<file path="src/rtl/ifu_fetch.sv">
// ifu_fetch: instruction fetch unit feeding the IF/ID pipeline register.
//
// Generates the PC and issues single outstanding requests on the
// instruction bus. Each returned word is presented to IF/ID together with
// its address. It supports a downstream hold, a jump redirect that discards
// in-flight responses, and a one-entry buffer that catches a response
// arriving while the hold is asserted.
//
// Ports
//   clk, rst       clock; asynchronous active-high reset
//   stall_i        downstream hold, IF/ID outputs frozen while high
//   jump_i         redirect pulse, jump_addr_i is the target (bits [1:0] ignored)
//   ibus_req_o     fetch request (S_REQ only)
//   ibus_addr_o    fetch address, stable until granted
//   ibus_gnt_i     request accepted this cycle
//   ibus_rvalid_i  read data valid
//   ibus_rdata_i   instruction word
//   inst_o         instruction to IF/ID (NOP_INST when not valid)
//   inst_addr_o    address of inst_o
//   inst_valid_o   inst_o is a real fetched instruction
//
// state  | meaning
// S_RST  | first cycle after reset release, no request yet
// S_REQ  | request driven at ibus_addr_o, waiting for grant
// S_WAIT | granted, waiting for rvalid
// S_HOLD | response held in the buffer while stall_i is high

`ifndef INST_NOP
`define INST_NOP 32'h0000_0001
`endif

module ifu_fetch #(
  parameter logic [31:0] RESET_PC = 32'h0000_0000,
  parameter logic [31:0] NOP_INST = `INST_NOP
) (
  input  logic        clk,
  input  logic        rst,
  input  logic        stall_i,
  input  logic        jump_i,
  input  logic [31:0] jump_addr_i,
  output logic        ibus_req_o,
  output logic [31:0] ibus_addr_o,
  input  logic        ibus_gnt_i,
  input  logic        ibus_rvalid_i,
  input  logic [31:0] ibus_rdata_i,
  output logic [31:0] inst_o,
  output logic [31:0] inst_addr_o,
  output logic        inst_valid_o
);

  typedef enum logic [1:0] {
    S_RST  = 2'd0,
    S_REQ  = 2'd1,
    S_WAIT = 2'd2,
    S_HOLD = 2'd3
  } state_t;

  state_t      r_state;
  state_t      w_state_nxt;
  logic [31:0] r_pc;
  logic [31:0] w_pc_nxt;
  logic [31:0] r_req_pc;
  logic [31:0] w_req_pc_nxt;
  logic        r_discard;
  logic        w_discard_nxt;
  // Set when a jump lands while a request is still waiting for its grant:
  // the bus address must not change, so the request keeps presenting
  // r_req_pc while r_pc already holds the jump target.
  logic        r_addr_lock;
  logic        w_addr_lock_nxt;

  // One-entry response buffer; it is occupied exactly when r_state is
  // S_HOLD, so leaving S_HOLD is what empties it.
  logic [31:0] r_buf_inst;
  logic [31:0] r_buf_addr;
  logic        w_buf_we;

  logic        w_out_vld;
  logic [31:0] w_out_inst;
  logic [31:0] w_out_addr;
  logic        w_out_upd;

  logic [31:0] r_inst;
  logic [31:0] r_inst_addr;
  logic        r_inst_valid;

  logic [31:0] w_jump_tgt;
  logic [31:0] w_pc_inc;

  assign w_jump_tgt = jump_addr_i & ~32'h0000_0003;
  assign w_pc_inc   = r_pc + 32'd4;
  // A jump flushes the IF/ID outputs even while the stage is held.
  assign w_out_upd  = jump_i | ~stall_i;

  always_ff @(posedge clk or posedge rst) begin
    if (rst) begin
      r_state     <= S_RST;
      r_pc        <= RESET_PC;
      r_req_pc    <= RESET_PC;
      r_discard   <= 1'b0;
      r_addr_lock <= 1'b0;
    end else begin
      r_state     <= w_state_nxt;
      r_pc        <= w_pc_nxt;
      r_req_pc    <= w_req_pc_nxt;
      r_discard   <= w_discard_nxt;
      r_addr_lock <= w_addr_lock_nxt;
    end
  end

  always_comb begin
    w_state_nxt     = r_state;
    w_pc_nxt        = r_pc;
    w_req_pc_nxt    = r_req_pc;
    w_discard_nxt   = r_discard;
    w_addr_lock_nxt = r_addr_lock;
    w_buf_we        = 1'b0;
    w_out_vld       = 1'b0;
    w_out_inst      = r_buf_inst;
    w_out_addr      = r_buf_addr;

    case (r_state)
      S_RST: begin
        w_state_nxt = S_REQ;
      end
      S_REQ: begin
        if (ibus_gnt_i) begin
          w_state_nxt     = S_WAIT;
          w_addr_lock_nxt = 1'b0;
          // With the address locked, r_req_pc already names the granted
          // transaction and r_pc already holds the redirect target.
          if (!r_addr_lock) begin
            w_req_pc_nxt = r_pc;
            w_pc_nxt     = w_pc_inc;
          end
        end
      end
      S_WAIT: begin
        if (ibus_rvalid_i) begin
          if (r_discard) begin
            w_discard_nxt = 1'b0;
            w_state_nxt   = S_REQ;
          end else if (!stall_i) begin
            w_out_vld   = 1'b1;
            w_out_inst  = ibus_rdata_i;
            w_out_addr  = r_req_pc;
            w_state_nxt = S_REQ;
          end else begin
            w_buf_we    = 1'b1;
            w_state_nxt = S_HOLD;
          end
        end
      end
      S_HOLD: begin
        if (!stall_i) begin
          w_out_vld   = 1'b1;
          w_state_nxt = S_REQ;
        end
      end
      default: begin
        w_state_nxt = S_RST;
      end
    endcase

    // Redirect wins over stall and over a same-cycle response.
    if (jump_i) begin
      w_pc_nxt  = w_jump_tgt;
      w_out_vld = 1'b0;
      w_buf_we  = 1'b0;
      case (r_state)
        S_REQ: begin
          // Granted or not, the transaction at the old address is dead.
          w_discard_nxt = 1'b1;
          if (!ibus_gnt_i) begin
            w_addr_lock_nxt = 1'b1;
            if (!r_addr_lock) w_req_pc_nxt = r_pc;
          end
        end
        S_WAIT: begin
          if (ibus_rvalid_i) begin
            w_discard_nxt = 1'b0;
            w_state_nxt   = S_REQ;
          end else begin
            w_discard_nxt = 1'b1;
            w_state_nxt   = S_WAIT;
          end
        end
        S_HOLD: begin
          w_state_nxt = S_REQ;
        end
        default: begin
        end
      endcase
    end
  end

  always_ff @(posedge clk or posedge rst) begin
    if (rst) begin
      r_buf_inst <= NOP_INST;
      r_buf_addr <= 32'h0;
    end else if (w_buf_we) begin
      r_buf_inst <= ibus_rdata_i;
      r_buf_addr <= r_req_pc;
    end
  end

  always_ff @(posedge clk or posedge rst) begin
    if (rst) begin
      r_inst       <= NOP_INST;
      r_inst_addr  <= 32'h0;
      r_inst_valid <= 1'b0;
    end else if (w_out_upd) begin
      r_inst_valid <= w_out_vld;
      r_inst       <= w_out_vld ? w_out_inst : NOP_INST;
      // The address of a bubble is left at the last real instruction.
      if (w_out_vld) r_inst_addr <= w_out_addr;
    end
  end

  assign ibus_req_o   = (r_state == S_REQ);
  assign ibus_addr_o  = r_addr_lock ? r_req_pc : r_pc;
  assign inst_o       = r_inst;
  assign inst_addr_o  = r_inst_addr;
  assign inst_valid_o = r_inst_valid;

endmodule

</file>
<file path="config.mk">
export PLATFORM = sky130hd
export DESIGN_NAME = ifu_fetch
export DESIGN_NICKNAME = d
export VERILOG_FILES = /design/src/rtl/ifu_fetch.sv
export SDC_FILE = /design/constraint.sdc
export NUM_CORES = 1
export LEC_CHECK = 0
export ABC_AREA = 1
export CAP_MARGIN = 20
export CORE_ASPECT_RATIO = 2
export CORE_MARGIN = 8
export CORE_UTILIZATION = 54
export CTS_CLUSTER_SIZE = 12
export DETAILED_ROUTE_END_ITERATION = 10
export PLACE_DENSITY = 0.78
export SLEW_MARGIN = 20
export SYNTH_ARGS = -nofsm -noshare
export SYNTH_HDL_FRONTEND = slang
export SYNTH_SLANG_ARGS = --single-unit
</file>
<file path="constraint.sdc">
create_clock -name clk -period 7.9 [get_ports clk]
set_clock_uncertainty 0.1 [all_clocks]
set_input_delay 1.58 -clock clk [delete_from_list [all_inputs] [get_ports clk]]
set_output_delay 1.58 -clock clk [all_outputs]
set_load 0.01 [all_outputs]
</file>
# Yosys cells after proc, flatten, opt, wreduce, memory -nomap -nowiden
# Cells that the tools add are included.
[totals] ff_bits=197 input_bits=70 out_inout_bits=98 word_cells=71
[classes] addsub=1 eq_ne=4 muxes=49 bitwise_logic=2 n_reduce_logical=5
[op_table] operator="$mux W32" count=20
[op_table] operator="$add A32 B3 Y32 const B" count=1
[op_table] operator="$mux W1" count=18
[op_table] operator="$mux W2" count=7
[op_table] operator="$pmux W2 S4" count=1
[op_table] operator="$eq A2 B2 Y1 const B" count=2
[op_table] operator="$pmux W1 S2" count=2
[op_table] operator="$pmux W2 S2" count=1
[op_table] operator="$reduce_bool A2 Y1" count=2
[op_table] operator="$reduce_and A3 Y1" count=1
[op_table] operator="$eq A2 B1 Y1 const B" count=1
[op_table] operator="$logic_not A2 Y1" count=1
[op_table] operator="$ne A2 B2 Y1 const B" count=1
[op_table] operator="$reduce_and A2 Y1" count=1
[op_table] operator="$not A1 Y1" count=1
[op_table] operator="$or A1 B1 Y1" count=1

# Longest topological paths before layout
[depth] depth_word=7 mapped_depth=11 depth_no_buf=10

# Worst setup path before layout
# Ideal clock, no wire load.
[synth_path] path_kind="in2reg" start="in ibus_rvalid_i" end="reg r_inst_addr[12], in the netlist inst_addr_o[12]" arrival_time_ps=2461 required_ps=7676 path_slack_ps=5215 stages=7 path_cell_list="nand2_1 nor2_4 nand2_2 buf_2 buf_2 a21oi_1 a21oi_1"
[synth_via] elab_chain_len=4
[synth_lines] element="from (decl)" line="44" source="input logic ibus_rvalid_i,"
[synth_lines] element="$mux W1" line="139" source="if (ibus_rvalid_i) begin"
[synth_lines] element="$pmux W1 S2" line="122" source="case (r_state)"
[synth_lines] element="$mux W1" line="166" source="if (jump_i) begin"
[synth_lines] element="$reduce_and A2 Y1 (no line)"
[synth_lines] element="to (signal assigned)" line="216" source="if (w_out_vld) r_inst_addr <= w_out_addr;"
[synth_lines] element="to (decl)" line="84" source="logic [31:0] r_inst_addr;"
# Parallel ways exist; a longest one is shown, timed or not.
# A chain may end at the register's enable or synchronous reset.

# Worst setup path in the final report
[layout_path] start="reg r_addr_lock" end="out ibus_addr_o[9]"
[layout_via] elab_chain_len=1
[layout_lines] element="from (decl)" line="69" source="logic r_addr_lock;"
[layout_lines] element="from (signal assigned)" line="107" source="r_addr_lock <= w_addr_lock_nxt;"
[layout_lines] element="$mux W32" line="221" source="assign ibus_addr_o = r_addr_lock ? r_req_pc : r_pc;"
[layout_lines] element="to (decl)" line="42" source="output logic [31:0] ibus_addr_o,"
# No other way between the ends.

==> results.md <==
- The total via count after detailed routing is between 9000 and 10000.
- The number of gates resized after CTS was 0.
- The TritonCTS clock tree is done.
- The power after layout is 4.14 mW.
- Clock-pin slew was measured on the worst setup and hold paths at 70 ps.
- The max-slew violation count is 0.
- The power density over the cells is roughly 340 nW/um^2.
- The worst endpoint data arrival time is 2710 ps.
- The floorplan core area is about 18000 um^2.
- The number of design-rule violations left by the first detailed-router iteration is just over 700.
- The number of antenna diodes in the final layout is 0.
- The floorplan die height is ~210 um.
- The largest total area in the synthesized netlist belongs to dfrtp_1.
- For this run, the post-layout net count is 1491.
- The average wire per standard cell is ~17 um.
- Once detail routing completed, the nets flagged for antenna violations numbered 0.
- Data on the critical path is required at its endpoint by around 6200 ps.
- Synthesis produced a netlist whose cell count is 1294.
- The aggregate global routing overflow is 0.
- The worst slack at placement is around 3000 ps.
- For this design, the CTS-stage hold fixing added 0 buffers.
- The root buffer cell is clkbuf_16.
- The number of global-route vias before repair is just over 9000.
- The tightest hold margin is 387 ps.
- The number of buffers inserted to repair setup after CTS is 0.
- The average instance area after synthesis is around 7.7 um^2.
- The highest clock frequency the design can meet is approximately 230 MHz.
- The clock buffer count from CTS is 17.
- The clock latency reported for the late side of the worst-skew pair is about 430 ps.
- The share of the synthesized area in the top cell type is 0.486.
- The die width is 112 um.
- The die covers between 20000 and 25000 um^2.
- The number of different library cells used by synthesis comes to 34.
- In the post-synthesis netlist, the biggest area contributors are dfrtp_1, nand2_1, o21ai_0, a21oi_1, inv_1.
- The cell area after layout is roughly 12000 um^2.
- The setup TNS after final layout is 0 ps.
- The final critical-path required period is between 4000 and 5000 ps.
- The pin slew with the least headroom to its limit is between 1000 and 1500 ps.
- The number of buffers between clock root and the deepest sink is 2.
- CTS saw 195 sinks.
- The starting density of the core is 0.548.
- Counting instances in the post-synthesis netlist gives the leading cell types as nand2_1, dfrtp_1, o21ai_0.
- Setup violations remaining at the end of the flow were counted as 0.
- The flow ran to the end, and the final reports show no timing, DRC or antenna violations.
- The max-cap violation count is 0.
- The final cycle utilization of the critical path is 0.555.
- The slack of the critical path is roughly 3500 ps.
- Setup repair after global routing left no endpoint under its margin.
- The static leakage power is between 5 and 6 nW.
- The class of the tightest hold or removal check is flop to flop.
- Entering global routing, the biggest net connects 133 pins.
- For this run, asynchronously set or reset flops after synthesis account for 1.00.
- The mapped netlist covers roughly 9900 um^2.
- Measured against its own limit, the worst slew margin works out to 0.323.
- Of the cells placed in the final design, the portion with a size suffix greater than 1 is 0.0463.
- During placement, the flow inserted port buffers numbering ~170.
- Of all nets on the critical path, the largest fanout is 41.
- The hold violation total from the final report is 0.
- The routability congestion estimate from global placement is around 0.94.
- The aggregate global-route resource usage is 0.249.
- The post-detailed-route via-to-cell ratio is 5.61.
- The top-level I/O count is roughly 170.
- The worst setup path is launched from a flop.
- Yosys mapped a number of flops with a built-in enable equal to 0.
- The primary flip-flop cell chosen by synthesis mapping is dfrtp_1.
- The total DRC errors in the routed layout is 0.
- The sequential-to-total area share from yosys stat is 0.491.
- STA classifies the critical path endpoint as an output pin.
- The sum of routed wire length over all layers is roughly 28000 um.
- The first-pass iteration count of the detailed router is 5.
- CTS built an H-tree with a depth of 4.
- The worst setup path is of the flop to output pin kind.
- During synthesis, Yosys emitted a total of 0 warnings.
- The number of placement rows is 70.
- The post-synthesis net count is ~1400.
- Once placement finished, the instance area stood at 11600 um^2.
- The area growth from synthesis to layout is 23.7%.
- The maximum VDD drop is ~180 uV.
- The synthesis-stage register bit count is 195.
- The detailed placer's ending HPWL is around 19000 um.
- The number of antenna violations at the first check in global routing is 0.
- The global-route wire length before repair is 46700 um.
- nand2_1 is the most common cell in the netlist.
[placed cells by master (no fill, tap or decap), types with 2 or more instances in the layout]
cell,instances
dfstp_2,2
buf_4,10
clkbuf_16,17
clkbuf_8,2
nand3_1,75
nor2_4,2
inv_6,2
a22o_1,31
dfrtp_1,193
o21ai_0,159
nand4_1,4
xor2_1,8
inv_2,4
clkinv_4,2
nand2_1,312
bufinv_16,5
clkinv_2,2
inv_1,141
clkinv_1,3
nor2_1,87
nor2_2,2
nor3_1,5
ha_1,7
a21oi_1,132
clkdlybuf4s50_1,164
o211ai_1,7
o21ai_2,10
o21ai_1,25
[sequential cells by signal, summed over array words and instances (netlist names)]
| name | cells |
|---|---|
| inst_valid_o | 1 |
| r_discard | 1 |
| r_buf_inst | 32 |
| r_req_pc | 32 |
| inst_addr_o | 32 |
| r_state | 2 |
| r_pc | 30 |
| r_buf_addr | 32 |
| inst_o | 32 |
| r_addr_lock | 1 |
[worst max-delay path, cell delays in order (launching register included)]
cell and delay [ps]:
dfrtp_1 570, buf_4 480, inv_2 230, o21ai_1 380, clkdlybuf4s50_1 620
[layout make-up]
| type | instances | area (um^2) |
|---|---|---|
| repair buffers | 175 | 1720 |
| inverters | 149 | 567 |
| clock buffers | 19 | 453 |
| clock inverters | 12 | 203 |
| multi-input cells | 876 | 4200 |
| fillers | 1562 | 5840 |
| well taps | 216 | 270 |
| flip-flops and latches | 195 | 4880 |
[final timing paths]
path / from / to / slack [ps] / cells past startpoint
max reg2reg: r_state[0]$_DFF_PP0_ / inst_o[13]$_DFFE_PP0N_ / 4440 / 9
min: r_buf_addr[19]$_DFFE_PP0P_ / r_buf_addr[19]$_DFFE_PP0P_ / 390 / 2
min in group asynchronous: rst / r_buf_inst[25]$_DFFE_PP0P_ / 1650 / 2
max: r_addr_lock$_DFFE_PP0P_ / ibus_addr_o[9] / 3510 / 4
min reg2reg: r_buf_addr[19]$_DFFE_PP0P_ / r_buf_addr[19]$_DFFE_PP0P_ / 390 / 2
max in group asynchronous: rst / inst_o[1]$_DFFE_PP0N_ / 4640 / 3
[where the power goes]
| part | internal [mW] | switching [mW] | total [mW] |
|---|---|---|---|
| Clock | 0.580 | 0.382 | 0.962 |
| Combinational | 0.678 | 0.911 | 1.59 |
| Sequential | 1.34 | 0.242 | 1.58 |
[stage by stage]
step,cells,util
after CTS,1642,0.678
after global placement,1611,0.641
after detailed placement,1611,0.641
final,1642,0.678
after floorplan,1294,-
after global routing,1642,0.678
[routing by layer]
| layer | routed length (um) | track usage | vias up |
|---|---|---|---|
| li1 | - | - | 4463 |
| met1 | 11200 | 0.288 | 4373 |
| met2 | 14500 | 0.437 | 321 |
| met3 | 1410 | 0.0429 | 57 |
| met4 | 923 | 0.116 | 0 |
| met5 | 0 | 0 | - |
[cells by family (layout without fill, tap and decap cells)]
kind of cell,Yosys count,count (layout),share of synthesized area
adders and majority gates,7,7,0.00881
and+or+nand+nor,491,491,0.199
AOI/OAI and AO/OA,369,369,0.205
xor gates and xnor gates,9,9,0.00793
buffers and inverters,223,355,0.0886
DFF,195,195,0.491
Note: power is estimated with default switching activity, not from simulation.
